===== src/rtl/dsconv_block_depthwise_window_feeder.sv =====
// dsconv_block_depthwise_window_feeder
//
// Streaming KxK (K=7) window generator for one feature-map channel. It keeps
// K-1 image rows in line buffers and a KxK tap shift register. For every
// valid (no-padding) window position it presents one packed window to the
// depthwise PE with a valid/ready handshake. Data moves bit-exact; nothing
// is rounded or sign-changed.
//
// Ports
//   clk          rising-edge clock
//   rst_n        synchronous active-low reset
//   pixel_in     signed pixel, raster order
//   pixel_valid  pixel_in is valid
//   pixel_sof    forces the accepted pixel to be row 0 col 0 of a new frame
//   pixel_ready  feeder accepts a pixel this cycle (!win_valid || win_ready)
//   win_flat     packed window, tap (r*K+c) at [(r*K+c)*DATA_W +: DATA_W]
//   win_valid    window valid (PE start)
//   win_ready    downstream accepts the window
//   win_last     with win_valid: last window of the frame
//   frame_done   one-cycle pulse after the last pixel of a frame is accepted
module dsconv_block_depthwise_window_feeder #(
    parameter int IMG_W  = 28,
    parameter int IMG_H  = 28,
    parameter int K      = 7,
    parameter int DATA_W = 18
) (
    input  logic                         clk,
    input  logic                         rst_n,
    input  logic [DATA_W-1:0]            pixel_in,
    input  logic                         pixel_valid,
    input  logic                         pixel_sof,
    output logic                         pixel_ready,
    output logic [K*K*DATA_W-1:0]        win_flat,
    output logic                         win_valid,
    input  logic                         win_ready,
    output logic                         win_last,
    output logic                         frame_done
);

    localparam int NLB = K - 1;
    localparam int CW  = (IMG_W > 1) ? $clog2(IMG_W) : 1;
    localparam int RW  = (IMG_H > 1) ? $clog2(IMG_H) : 1;

    typedef enum logic [1:0] {ST_FILL, ST_RUN, ST_STALL} state_t;

    state_t state, state_nxt;

    logic [CW-1:0] col, eff_col;
    logic [RW-1:0] row, eff_row;
    logic          col_last, row_last, frame_end;
    logic          accept, emit;

    logic signed [DATA_W-1:0] pix_s;
    logic signed [DATA_W-1:0] lb     [NLB][IMG_W];
    logic signed [DATA_W-1:0] lb_rd  [NLB];
    logic signed [DATA_W-1:0] tap_p0 [K][K];
    logic signed [DATA_W-1:0] tap_nxt[K][K];
    logic [K*K*DATA_W-1:0]    win_nxt_flat;

    logic [K*K*DATA_W-1:0]    win_flat_p1;
    logic                     vld_p1;
    logic                     last_p1;
    logic                     done_p1;

    assign pix_s  = signed'(pixel_in);
    assign accept = pixel_valid && pixel_ready;

    // A start-of-frame pixel overrides whatever position the counters hold.
    always_comb begin
        eff_col   = pixel_sof ? '0 : col;
        eff_row   = pixel_sof ? '0 : row;
        col_last  = (eff_col == CW'(IMG_W - 1));
        row_last  = (eff_row == RW'(IMG_H - 1));
        frame_end = col_last && row_last;
        // Outside FILL the row is >= K-1, so only the column gates emission;
        // requiring col >= K-1 also guarantees the left columns were flushed
        // after a row wrap.
        emit      = accept && (state != ST_FILL) && (eff_col >= CW'(K - 1));
    end

    always_comb begin
        for (int k = 0; k < NLB; k++) begin
            lb_rd[k] = lb[k][eff_col];
        end
    end

    // Next window: every row shifts left, newest column enters at c=K-1.
    always_comb begin
        for (int r = 0; r < K; r++) begin
            for (int c = 0; c < K - 1; c++) begin
                tap_nxt[r][c] = tap_p0[r][c+1];
            end
        end
        for (int r = 0; r < K - 1; r++) begin
            tap_nxt[r][K-1] = lb_rd[r];
        end
        tap_nxt[K-1][K-1] = pix_s;
        win_nxt_flat = '0;
        for (int r = 0; r < K; r++) begin
            for (int c = 0; c < K; c++) begin
                win_nxt_flat[(r*K+c)*DATA_W +: DATA_W] = tap_nxt[r][c];
            end
        end
    end

    // ---- stage p0: line buffers and tap shift register (data only) ----
    always_ff @(posedge clk) begin
        if (accept) begin
            for (int k = 0; k < NLB - 1; k++) begin
                lb[k][eff_col] <= lb_rd[k+1];
            end
            lb[NLB-1][eff_col] <= pix_s;
            tap_p0 <= tap_nxt;
        end
    end

    // FSM next-state and handshake output
    always_comb begin
        state_nxt   = state;
        pixel_ready = !vld_p1 || win_ready;
        case (state)
            ST_FILL: begin
                if (accept && !pixel_sof && (eff_row == RW'(K - 1)) && (eff_col == '0))
                    state_nxt = ST_RUN;
            end
            ST_RUN: begin
                if (accept && (frame_end || pixel_sof))
                    state_nxt = ST_FILL;
                else if (vld_p1 && !win_ready)
                    state_nxt = ST_STALL;
            end
            ST_STALL: begin
                if (accept && (frame_end || pixel_sof))
                    state_nxt = ST_FILL;
                else if (win_ready)
                    state_nxt = ST_RUN;
            end
            default: state_nxt = ST_FILL;
        endcase
    end

    // ---- stage p1: registered window, handshake and counters ----
    always_ff @(posedge clk) begin
        if (!rst_n) begin
            state       <= ST_FILL;
            col         <= '0;
            row         <= '0;
            win_flat_p1 <= '0;
            vld_p1      <= 1'b0;
            last_p1     <= 1'b0;
            done_p1     <= 1'b0;
        end else begin
            state   <= state_nxt;
            done_p1 <= accept && frame_end;
            if (accept) begin
                if (col_last) begin
                    col <= '0;
                    row <= row_last ? '0 : eff_row + RW'(1);
                end else begin
                    col <= eff_col + CW'(1);
                    row <= eff_row;
                end
            end
            // A new window on the same edge as a consumed one keeps valid high.
            if (emit) begin
                vld_p1      <= 1'b1;
                last_p1     <= frame_end;
                win_flat_p1 <= win_nxt_flat;
            end else if (win_ready) begin
                vld_p1  <= 1'b0;
                last_p1 <= 1'b0;
            end
        end
    end

    assign win_flat   = win_flat_p1;
    assign win_valid  = vld_p1;
    assign win_last   = last_p1;
    assign frame_done = done_p1;

endmodule


===== config.mk =====
export PLATFORM = sky130hd
export DESIGN_NAME = dsconv_block_depthwise_window_feeder
export DESIGN_NICKNAME = d
export VERILOG_FILES = /design/src/rtl/dsconv_block_depthwise_window_feeder.sv
export SDC_FILE = /design/constraint.sdc
export NUM_CORES = 2
export LEC_CHECK = 0
export CORE_ASPECT_RATIO = 0.6
export CORE_MARGIN = 10
export CORE_UTILIZATION = 50
export DETAILED_ROUTE_END_ITERATION = 8
export HOLD_SLACK_MARGIN = 0.03
export PLACE_DENSITY = 0.67
export SLEW_MARGIN = 25
export SYNTH_ARGS = -nofsm -noshare
export SYNTH_HDL_FRONTEND = slang
export SYNTH_SLANG_ARGS = --single-unit

===== constraint.sdc =====
create_clock -name clk -period 51.3 [get_ports clk]
set_input_delay 12.825 -clock clk [delete_from_list [all_inputs] [get_ports clk]]
set_output_delay 12.825 -clock clk [all_outputs]
set_load 0.01 [all_outputs]

==> metrics.csv <==
stage,metric,value,unit
clocking,hold_buffers,0,
sta,max_transition_viols_final,0,
synth,synth_enable_flop_cells,3780,
global_routing,first_global_vias,103000,
floorplan,die_height,473,um
drt,route.antenna.remaining_nets,0,
worst_setup_path,crit_path_max_incr_delay,570,ps
clocking,cts.sink_count,4677,
clocking,cts_repair_resize_count,0,
drt,routed_wl,536,mm
clocking,worst_setup_hold_path_clk_slew,60,ps
worst_setup_path,crit_arrival,14090,ps
drt,vias,107000,
floorplan,fp.dieW,775,um
power_and_ir_drop,power.density,39.1,mW/mm^2
sta,finalHoldViolCount,0,
synth,yosys_most_used_dff,sky130_fd_sc_hd__edfxtp_1,
sta,final_clock_period_utilization_by_the_worst_path,52.5,%
clocking,post_cts_setup_buffer_count,0,
sta,finalWorstPathRequiredPeriod,26920,ps
drt,routedWlPerCell,31.9,um
worst_setup_path,timing.critical_path.to_type,output pin,
cells_and_area,final_layout_size_suffix_gt1_share,8.89,%
placement,preCtsSetupSlack,24390,ps
power_and_ir_drop,comb_power_share,4.5,%
worst_setup_path,critPathMostFrequentCell,sky130_fd_sc_hd__clkdlybuf4s50_1,
power_and_ir_drop,power.internal,6090,uW
worst_setup_path,critPathLaunchType,input pin,
clocking,clockRootBuffer,sky130_fd_sc_hd__clkbuf_16,
worst_setup_path,crit_chain,clkdlybuf4s50_1 -> nand2b_1 -> clkdlybuf4s50_1,
cells_and_area,finish.net_count,12000,
clocking,max-clock-path-buffers,4,
sta,setup_slack,24380,ps
synth,mappedNetlistNets,11200,
cells_and_area,filler_cell_count,25500,
clocking,clock_tree.htree_level_count,5,
cells_and_area,area_growth_from_synthesis_to_final_layout,16.3,%
run_status,run_status,finished clean,
worst_setup_path,crit_required,38480,ps
placement,port-buffer-count,908,
global_routing,leftover_overflow_at_the_end_of_global_routing,0,
synth,gate_count_after_technology_mapping,11200,
power_and_ir_drop,static-leakage-power,0.0627,uW
worst_setup_path,timing.critical_path.max_delay_family,buffers and inverters,
power_and_ir_drop,power_switching_share,21.8,%
drt,initialDrtViolationCount,14900,
power_and_ir_drop,ir_worst_vdd,0.0287,mV
drt,total_drc_errors_in_the_routed_layout,0,
sta,timing.fmax,37.1,MHz
power_and_ir_drop,share_clk_of_total_power,41.0,%
floorplan,placement_row_count,166,
worst_setup_path,crit_buf_inv,2,
floorplan,floorplan.initialDensity,50.2,%
global_routing,grt_max_degree,211,
clocking,numCtsBuffers,416,
placement,globalplace.congestion,0.844,
synth,share_of_synthesized_area_occupied_by_flip_flops_and_latches,76.8,%
global_routing,grt_pass1_wl,753,mm
sta,finalClockSkew,75.5,ps
synth,synth_cell_type_count,66,
synth,synthArstFlopShare,0,%
synth,synth_warnings,0,
global_routing,gr-usage-all-layers,27.9,%
power_and_ir_drop,total_switching_power,1690,uW
sta,worst_tran_pin_value,1130,ps
clocking,clock_latency,980,ps
synth,synth.avg_cell_area,15.3,um^2
sta,report.final.setup_viol,0,
placement,place_hpwl,300,mm
floorplan,boundaryPins,909,
synth,ys_ff_latch,4677,
clocking,cts_tree,done,
sta,setup_repair_after_global_routing_missed_its_margin,false,
floorplan,fp.coreArea,0.341,mm^2
sta,setup_tns,0,ps
floorplan,die_outline_area,0.367,mm^2
drt,drt_pre_antenna_iters,8,
global_routing,antenna_found_initial,26,
drt,via_per_inst,6.36,
worst_hold_path,hold_class,reg2reg,
sta,max-slew-margin-rel,24.5,%
worst_setup_path,worst-setup-path-type,in2out,
flow_run,max_cap_viol_count,0,
worst_setup_path,crit_path_max_fanout,4,
worst_setup_path,timing.critical_path.slowest_stage_cell,sky130_fd_sc_hd__clkdlybuf4s50_1,
power_and_ir_drop,share_seq_of_total_power,54.5,%
synth,netlist_area,0.171,mm^2
[power by group through the flow]
stage               combinational [uW]  sequential (uW)  clock [uW]
global route                       368             4240        3370
floorplan                          193             4330           0
detailed placement                 343             4320           0
CTS                                344             4240        3220
finish                             354             4240        3190
global placement                   332             4320           0
[worst paths after layout]
check                     from            end  slack [ps]  cells past startpoint
setup reg to reg        col[0]  win_flat[462]       44100                     13
hold reg to reg   tap_nxt[164]   tap_nxt[182]         420                      0
setup / recovery     win_ready    pixel_ready       24380                      3
hold / removal    tap_nxt[164]   tap_nxt[182]         420                      0
[Yosys cell counts (6+ instances only)]
cell type,instances,area [um^2]
sky130_fd_sc_hd__a2111o_1,36,405
sky130_fd_sc_hd__a211o_1,78,683
sky130_fd_sc_hd__a211oi_1,350,2630
sky130_fd_sc_hd__a21o_1,51,383
sky130_fd_sc_hd__a21oi_1,842,4210
sky130_fd_sc_hd__a221o_1,73,731
sky130_fd_sc_hd__a221oi_1,359,3140
sky130_fd_sc_hd__a22oi_1,203,1520
sky130_fd_sc_hd__a31o_1,36,315
sky130_fd_sc_hd__a32o_1,52,521
sky130_fd_sc_hd__a32oi_1,22,193
sky130_fd_sc_hd__and2_1,108,676
sky130_fd_sc_hd__and3_1,38,238
sky130_fd_sc_hd__buf_1,51,191
sky130_fd_sc_hd__buf_2,308,1540
sky130_fd_sc_hd__buf_4,16,120
sky130_fd_sc_hd__clkbuf_1,461,1730
sky130_fd_sc_hd__dfxtp_1,897,18000
sky130_fd_sc_hd__edfxtp_1,3780,114000
sky130_fd_sc_hd__ha_1,6,75.1
sky130_fd_sc_hd__inv_1,6,22.5
sky130_fd_sc_hd__mux2_2,22,248
sky130_fd_sc_hd__mux2i_1,627,6280
sky130_fd_sc_hd__nand2_1,1761,6610
sky130_fd_sc_hd__nand2b_1,41,257
sky130_fd_sc_hd__nor2_1,130,488
sky130_fd_sc_hd__nor2b_1,44,275
sky130_fd_sc_hd__nor3_1,18,90.1
sky130_fd_sc_hd__nor3b_1,108,811
sky130_fd_sc_hd__o21a_1,37,278
sky130_fd_sc_hd__o21ai_0,105,526
sky130_fd_sc_hd__o21ai_1,31,155
sky130_fd_sc_hd__o221a_2,21,236
sky130_fd_sc_hd__o221ai_1,92,806
sky130_fd_sc_hd__o221ai_2,30,450
sky130_fd_sc_hd__o2bb2ai_1,72,631
sky130_fd_sc_hd__o32a_1,72,721
sky130_fd_sc_hd__o32ai_1,123,1080
[per-layer routing]
metal | part of all wire, % | GRT usage (%) | wire (um) | up-vias
met5 | 0.037 | 0 | 199 | -
met4 | 4.7 | 11.2 | 25000 | 22
met3 | 12 | 6.86 | 63700 | 1168
met2 | 45 | 43.0 | 242000 | 6715
met1 | 38 | 38.3 | 205000 | 54300
li1 | - | - | - | 44800
[logic make-up (layout without fill, tap and decap cells)]
| kind of cell | Yosys count | in the layout | synth area share [%] |
|---|---|---|---|
| adder cells (fa/ha/maj) | 6 | 6 | 0.0439 |
| buffers and inverters | 848 | 1974 | 2.13 |
| other | 0 | 5 | 0 |
| AO/OA/AOI/OAI | 2700 | 2700 | 11.5 |
| AND/OR/NAND/NOR | 2272 | 2272 | 5.62 |
| multiplexers | 649 | 649 | 3.81 |
| flip-flops | 4677 | 4677 | 76.8 |
[metrics by stage]
stage / total power (uW) / hold slack, ps / utilization [%] / cell area, um^2 / std cells
6_report: 7780 / 418 / 58.4 / 199000 / 16800
5_1_grt: 7980 / 429 / 58.4 / 199000 / 16800
4_1_cts: 7800 / 426 / 58.4 / 199000 / 16800
3_5_place_dp: 4660 / 432 / 54.3 / 185000 / 16000
3_3_place_gp: 4650 / 432 / 54.3 / 185000 / 16000
2_1_floorplan: 4520 / 426 / - / 171000 / 11200
[cell usage in the layout (no fill, tap or decap), types with 51 or more instances in the layout]
cell	n
sky130_fd_sc_hd__and2_1	94
sky130_fd_sc_hd__dfxtp_1	895
sky130_fd_sc_hd__a211oi_1	350
sky130_fd_sc_hd__a22oi_1	203
sky130_fd_sc_hd__clkinv_2	76
sky130_fd_sc_hd__clkdlybuf4s50_1	897
sky130_fd_sc_hd__clkbuf_1	90
sky130_fd_sc_hd__clkbuf_16	429
sky130_fd_sc_hd__a21o_1	51
sky130_fd_sc_hd__edfxtp_1	3780
sky130_fd_sc_hd__nand2_1	1759
sky130_fd_sc_hd__a221oi_1	359
sky130_fd_sc_hd__o221ai_1	92
sky130_fd_sc_hd__a21oi_1	842
sky130_fd_sc_hd__mux2i_1	627
sky130_fd_sc_hd__o21ai_0	105
sky130_fd_sc_hd__o32a_1	69
sky130_fd_sc_hd__o32ai_1	123
sky130_fd_sc_hd__a211o_1	78
sky130_fd_sc_hd__nor2_1	117
sky130_fd_sc_hd__nor3b_1	108
sky130_fd_sc_hd__o2bb2ai_1	72
sky130_fd_sc_hd__a221o_1	73
sky130_fd_sc_hd__a32o_1	52
sky130_fd_sc_hd__buf_4	262
[state kept, by name (all words and copies together) (netlist names)]
| register | count |
|---|---|
| lb | 3024 |
| win_flat | 882 |
| tap_nxt | 756 |
| col | 5 |
| row | 5 |
| state | 2 |
| frame_done | 1 |
| win_last | 1 |
| win_valid | 1 |
[cell type report]
class                      instances  area (um^2)  share of cell area [%]
clock buffer                     569        11800                    5.91
sequential                      4677       131000                    66.1
multi-input combinational       5627        36400                    18.3
antenna                            5         12.5                 0.00629
inverter                           9         57.6                  0.0289
tap                             4536         5680                    2.85
timing repair buffer            1198        11500                    5.80
clock inverter                   198         2060                    1.04
Note: power is estimated with default switching activity, not from simulation.
